===== src/rtl/branch_origin_detector_if.sv =====
// branch_origin_detector_if: issue-side pc/config inputs and per-thread branch outputs.
interface branch_origin_detector_if #(
  parameter int PC_WIDTH = 10,
  parameter int THREAD_COUNT_WIDTH = 3
);
  logic [PC_WIDTH-1:0] pc;
  logic config_wren;
  logic [THREAD_COUNT_WIDTH-1:0] config_thread;
  logic [PC_WIDTH-1:0] config_origin;
  logic [PC_WIDTH-1:0] config_destination;
  logic config_enable;
  logic branch_reached;
  logic [PC_WIDTH-1:0] branch_destination;
  logic [THREAD_COUNT_WIDTH-1:0] thread_out;
  modport master (
    output pc, config_wren, config_thread, config_origin, config_destination, config_enable,
    input branch_reached, branch_destination, thread_out
  );
  modport slave (
    input pc, config_wren, config_thread, config_origin, config_destination, config_enable,
    output branch_reached, branch_destination, thread_out
  );
endinterface


===== src/rtl/branch_origin_detector.sv =====
// branch_origin_detector: round-robin per-thread origin-PC match with a 2-stage registered pipeline.
module branch_origin_detector #(
  parameter int PC_WIDTH = 10,
  parameter int THREAD_COUNT = 8,
  parameter int THREAD_COUNT_WIDTH = 3
) (
  input logic clk,
  input logic rst,
  branch_origin_detector_if.slave bus
);
  typedef struct packed {
    logic [PC_WIDTH-1:0] origin;
    logic [PC_WIDTH-1:0] dest;
    logic en;
  } entry_t;
  localparam logic [THREAD_COUNT_WIDTH:0] TC = (THREAD_COUNT_WIDTH+1)'(THREAD_COUNT);
  localparam logic [THREAD_COUNT_WIDTH-1:0] LAST = THREAD_COUNT_WIDTH'(THREAD_COUNT - 1);
  entry_t [THREAD_COUNT-1:0] ent_q, ent_d;
  entry_t s0_ent_q;
  logic [PC_WIDTH-1:0] s0_pc_q, dst_q;
  logic [THREAD_COUNT_WIDTH-1:0] thr_q, thr_d, s0_thr_q, thr_out_q;
  logic hit_q, wr;
  assign wr = bus.config_wren && ({1'b0, bus.config_thread} < TC);
  always_comb begin
    thr_d = (thr_q == LAST) ? '0 : thr_q + 1'b1;
    ent_d = ent_q;
    if (wr) ent_d[bus.config_thread] = '{origin: bus.config_origin, dest: bus.config_destination, en: bus.config_enable};
  end
  // stage 0 reads ent_q, so a same-edge write only shows on the thread's next pass
  always_ff @(posedge clk or posedge rst) begin
    if (rst) begin
      thr_q <= '0;
      ent_q <= '0;
      s0_ent_q <= '0;
      s0_pc_q <= '0;
      s0_thr_q <= '0;
      hit_q <= 1'b0;
      dst_q <= '0;
      thr_out_q <= '0;
    end else begin
      thr_q <= thr_d;
      ent_q <= ent_d;
      s0_ent_q <= ent_q[thr_q];
      s0_pc_q <= bus.pc;
      s0_thr_q <= thr_q;
      hit_q <= s0_ent_q.en && (s0_pc_q == s0_ent_q.origin);
      dst_q <= s0_ent_q.dest;
      thr_out_q <= s0_thr_q;
    end
  end
  assign bus.branch_reached = hit_q;
  assign bus.branch_destination = dst_q;
  assign bus.thread_out = thr_out_q;
endmodule

===== src/flat_wrapper.sv =====
// flat-port wrapper written by rule: the top's interface ports become plain ports
module branch_origin_detector_flat 
#(
  parameter int PC_WIDTH = 10,
  parameter int THREAD_COUNT = 8,
  parameter int THREAD_COUNT_WIDTH = 3
)
  (clk, rst, bus_pc, bus_config_wren, bus_config_thread, bus_config_origin, bus_config_destination, bus_config_enable, bus_branch_reached, bus_branch_destination, bus_thread_out);
  branch_origin_detector_if #(.PC_WIDTH(PC_WIDTH), .THREAD_COUNT_WIDTH(THREAD_COUNT_WIDTH)) bus_i ();
  input logic clk;
  input logic rst;
  input wire logic [$bits(bus_i.pc)-1:0] bus_pc;
  input wire logic [$bits(bus_i.config_wren)-1:0] bus_config_wren;
  input wire logic [$bits(bus_i.config_thread)-1:0] bus_config_thread;
  input wire logic [$bits(bus_i.config_origin)-1:0] bus_config_origin;
  input wire logic [$bits(bus_i.config_destination)-1:0] bus_config_destination;
  input wire logic [$bits(bus_i.config_enable)-1:0] bus_config_enable;
  output wire logic [$bits(bus_i.branch_reached)-1:0] bus_branch_reached;
  output wire logic [$bits(bus_i.branch_destination)-1:0] bus_branch_destination;
  output wire logic [$bits(bus_i.thread_out)-1:0] bus_thread_out;
  assign bus_i.pc = bus_pc;
  assign bus_i.config_wren = bus_config_wren;
  assign bus_i.config_thread = bus_config_thread;
  assign bus_i.config_origin = bus_config_origin;
  assign bus_i.config_destination = bus_config_destination;
  assign bus_i.config_enable = bus_config_enable;
  assign bus_branch_reached = bus_i.branch_reached;
  assign bus_branch_destination = bus_i.branch_destination;
  assign bus_thread_out = bus_i.thread_out;
  branch_origin_detector #(.PC_WIDTH(PC_WIDTH), .THREAD_COUNT(THREAD_COUNT), .THREAD_COUNT_WIDTH(THREAD_COUNT_WIDTH)) u_core (.clk(clk), .rst(rst), .bus(bus_i));
endmodule

===== config.mk =====
export PLATFORM = sky130hd
export DESIGN_NAME = branch_origin_detector_flat
export DESIGN_NICKNAME = d
export VERILOG_FILES = /design/src/rtl/branch_origin_detector_if.sv /design/src/rtl/branch_origin_detector.sv /design/src/flat_wrapper.sv
export SDC_FILE = /design/constraint.sdc
export NUM_CORES = 1
export LEC_CHECK = 0
export CAP_MARGIN = 20
export CORE_MARGIN = 2
export CORE_UTILIZATION = 64
export CTS_BUF_LIST = sky130_fd_sc_hd__clkbuf_4 sky130_fd_sc_hd__clkbuf_8 sky130_fd_sc_hd__clkbuf_16
export DETAILED_ROUTE_END_ITERATION = 10
export PLACE_DENSITY = 0.85
export SYNTH_ARGS = -nofsm -noshare
export SYNTH_HDL_FRONTEND = slang
export SYNTH_SLANG_ARGS = --single-unit
export TNS_END_PERCENT = 30

===== constraint.sdc =====
create_clock -name clk -period 19.6 [get_ports clk]
set_input_delay 1.96 -clock clk [delete_from_list [all_inputs] [get_ports clk]]
set_output_delay 1.96 -clock clk [all_outputs]
set_load 0.01 [all_outputs]

# After elaboration in Yosys (flattened, before gate mapping)
# Index checks and enable logic that the tools add are counted.
word_totals:
  reg_bits: 219
  in_bits: 37
  output_inout_bits: 14
  elab_cells: 47
classes:
  addsub: 1
  order_cmp: 3
  n_eq_ne: 2
  muxes: 6
  reduce_logical: 2
ops:
  columns: ["cell", "count"]
  rows:
  - ["168-bit bitwise mux", 1]
  - ["21-bit binary-select mux with 3-bit select", 1]
  - ["21-bit demux with 3-bit select", 1]
  - ["21-bit 2-to-1 mux", 2]
  - ["10-bit == test", 1]
  - ["3-bit by 4-bit less-than comparator with 1-bit output, second input constant", 2]
  - ["3-bit by 1-bit adder with 3-bit output, second input constant", 1]
  - ["3-bit == test, second input constant", 1]
  - ["3-bit by 1-bit >= comparator with 1-bit output, second input constant", 1]
  - ["3-bit 2-to-1 mux", 1]
  - ["1-bit logical AND", 2]

# Logic depth before layout (Yosys ltp)
logic_depth:
  ltp_word: 5
  depth_mapped: 5
  depth_no_buf: 3

# Least setup slack after synthesis
# Ideal clock, no wire load.
synth_timing:
  kind: "input -> register"
  from: "input port bus_config_thread[2]"
  to: "register u_core.ent_q[43] (netlist bit)"
  setup_time_ns: 0.125
  arrival_time_ns: 2.928
  required_ns: 19.475
  setup_slack_ns: 16.547
  path_stages: 4
  n_path_buf: 1
  path_cell_list: "nand2b_1 > nor3b_2 > buf_2 > mux2_2"
synth_via:
  elab_chain_cells: 5
  elab_cells_between_ends: 6
  classes_between: "order compare (2); mux (3); reduce/logical (1)"
synth_rtl:
  columns: ["element", "line", "text"]
  rows:
  - ["from (decl)", "flat_wrapper.sv:14", "input wire logic [$bits(bus_i.config_thread)-1:0] bus_config_thread;"]
  - ["3-bit by 4-bit less-than comparator with 1-bit output (not written as such) or 3-bit by 1-bit >= comparator with 1-bit output (tied branches)", "branch_origin_detector.sv:27", "if (wr) ent_d[bus.config_thread] = '{origin: bus.config_origin, dest: bus.config_destination, en: bus.config_e ..."]
  - ["1-bit logical AND (not written as such)", "branch_origin_detector.sv:27", null]
  - ["21-bit 2-to-1 mux (not written as such)", "branch_origin_detector.sv:27", null]
  - ["21-bit demux with 3-bit select *", null, null]
  - ["168-bit bitwise mux *", "branch_origin_detector.sv:27", null]
  - ["to (signal assigned)", "branch_origin_detector.sv:42", "ent_q <= ent_d;"]
  - ["to (decl)", "branch_origin_detector.sv:18", "entry_t [THREAD_COUNT-1:0] ent_q, ent_d;"]
# Mark *: on every way between the ends. The rest lies on a longest branch, timed or not.
# A chain may end at the register's enable or synchronous reset.

# Worst setup path after layout
layout_timing:
  from: "input port bus_config_thread[2]"
  to: "register u_core.ent_q[18] (netlist bit)"
# The elaborated chain is that of the path after synthesis.

==> out/metrics.yaml <==
status: "finished, final reports clean"
dieArea_um2: 15200
syn_area_um2: 9100
skew_ps: 6.88
overflow: 0
relSlewSlack: 0.412
cp_max_fo: 14
core_um2: 13900
ys_types: 22
cts.sinks: 219
dp_hpwl_um: 10000
syn_inst: 506
hold_viol: 0
grt_pass1_vias: 5191
hold_buffers: 0
initialDrtViolationCount: 281
cts.path.max_buffers: 3
area_delta_synth_final_pct: 16.0
cp.required_ps: 19980
vias_per_cell: 6.20
holdCritPathClass: "reg -> reg"
ctsResizeCount: 0
postCtsSetupBuffers: 0
place_congestion: 0.726
grt_usage: 0.246
setup_viol: 0
synth_top_area_frac: 0.602
fin_tns_setup_ps: 0
cts.clk_slew.worst_paths_ps: 60
synth_area_leaders: "dfrtp_1, mux2_2, mux4_1"
final_nets: 605
tightest_slew_ps: 882
detail_route.wl_per_cell_um: 22.8
avgSynthCellArea_um2: 18.0
finalCritPeriodShare: 0.185
antenna_found_initial: 0
max_freq_ghz: 0.277
clk_latency_ps: 500
yosysTopAreaCell: "dfrtp_1"
syn_nets: 545
cts_root_buffer: "clkbuf_16"
grt_max_degree: 132
cts_tree: "yes"
stdcell_count: 762
critPathCaptureType: "register"
rsz0062_at_grt: "false"
arrival_ps: 4000
drive_gt1_frac: 0.421
p_per_area_nw_per_um2: 111
die_w_um: 123
io_pins: 51
layout_min_cycle_time_ps: 3620
synth-seq-cells: 219
yosysWarnings: 0
wirelength_um: 17400
drtAntennaViolNets: 0
start_util: 0.655
p_leak_nw: 4.51
seq_area_frac_synth: 0.602
die_y_um: 123
htree_levels: 1
ir_drop_uv: 72.5
cap_violations: 0
route.vias.total: 4728
num_rows: 43
antenna_cells: 0
r2r_slack_ps: 17180
cts_made_buffers: 23
worstSetupPathType: "in -> reg"
drt_pass1_iterations: 4
dp.cells: 720
drc: 0
drv_slew: 0
grt_first_pass_wirelength_um: 28100
start_kind: "input pin"
port-buffer-count: 50
[through the flow]
step / hold slack (ps) / power [mW] / cell area [um^2] / util / worst slack (ps)
floorplan: 331 / 0.696 / 9100 / - / 11650
CTS: 352 / 1.18 / 10500 / 0.758 / 15790
detailed placement: 335 / 0.755 / 9770 / 0.704 / 15270
finish: 349 / 1.17 / 10600 / 0.760 / 15980
global route: 355 / 1.22 / 10600 / 0.760 / 15900
global placement: 331 / 0.737 / 9770 / 0.704 / 15380
[worst paths after layout]
kind	startpoint	to	depth (start not counted)
max	bus_config_thread[2]	u_core.ent_q[18]	5
max in group asynchronous	rst	u_core.s0_pc_q[0]	4
min reg2reg	u_core.s0_ent_q[4]	u_core.bus.branch_destination[3]	0
max reg2reg	u_core.thr_q[1]	u_core.s0_ent_q[16]	3
min in group asynchronous	rst	u_core.ent_q[161]	2
min	u_core.s0_ent_q[4]	u_core.bus.branch_destination[3]	0
[power breakdown]
part | internal, mW | switching [mW]
logic | 0.105 | 0.0552
registers | 0.544 | 0.0445
clock network | 0.252 | 0.169
total | 0.902 | 0.269
[layout make-up]
| class | instances | area, um^2 |
|---|---|---|
| timing repair buffer | 63 | 618 |
| clock buffer | 37 | 724 |
| fill | 798 | 3330 |
| tap | 180 | 225 |
| multi-input combinational | 258 | 3470 |
| sequential | 219 | 5480 |
| inverter | 1 | 11.3 |
| clock inverter | 4 | 23.8 |
[critical path: stages]
cell	delay [ps]
clkdlybuf4s50_1	490
nand2b_1	320
nor3_4	460
buf_4	370
mux2_2	390
[cell usage after synthesis, drive strengths merged]
cell      n
nand4b    3
clkbuf    2
nand3     1
xnor2    10
mux4     42
nor3b     2
buf      26
mux2    189
dfrtp   219
nor3      3
inv       1
nand2b    1
nor2      1
nand4     3
ha        2
nand2     1
[metal layers]
layer	vias up	track usage	part of all wire
li1	2029	-	-
met1	2541	0.347	0.43
met2	120	0.403	0.51
met3	38	0.0383	0.039
met4	0	0.0689	0.025
met5	-	0	0
[cell families (layout without fill, tap and decap cells)]
logic type,after synthesis,after routing,share of synthesized area
mux,231,231,0.354
buf+inv,29,105,0.0193
simple gates,15,15,0.0120
xor+xnor,10,10,0.00963
fa+ha+maj,2,2,0.00275
flops,219,219,0.602
[cells in the final DEF (no fill, tap or decap)]
master	count
inv_8	1
nor3b_4	2
dfrtp_1	218
mux4_1	39
clkbuf_16	23
nor3_4	1
clkinv_2	3
clkbuf_8	7
nor3_2	1
clkbuf_4	7
nor3_1	1
buf_16	1
mux2_2	182
xnor2_1	10
buf_4	12
clkdlybuf4s50_1	50
mux2_1	7
nand2b_1	1
nand4b_1	3
mux4_2	3
nor2_1	1
nand4_1	3
nand2_1	1
ha_1	2
nand3_1	1
inv_6	1
dfrtp_2	1
[flip-flops by register name (all words and copies together), names as in the netlist]
signal	cells
u_core.thr_q	3
u_core.s0_thr_q	3
u_core.s0_ent_q	21
u_core.bus.thread_out	3
u_core.s0_pc_q	10
u_core.bus.branch_destination	10
u_core.ent_q	168
u_core.bus.branch_reached	1
Power figures use the tool's default switching activity.
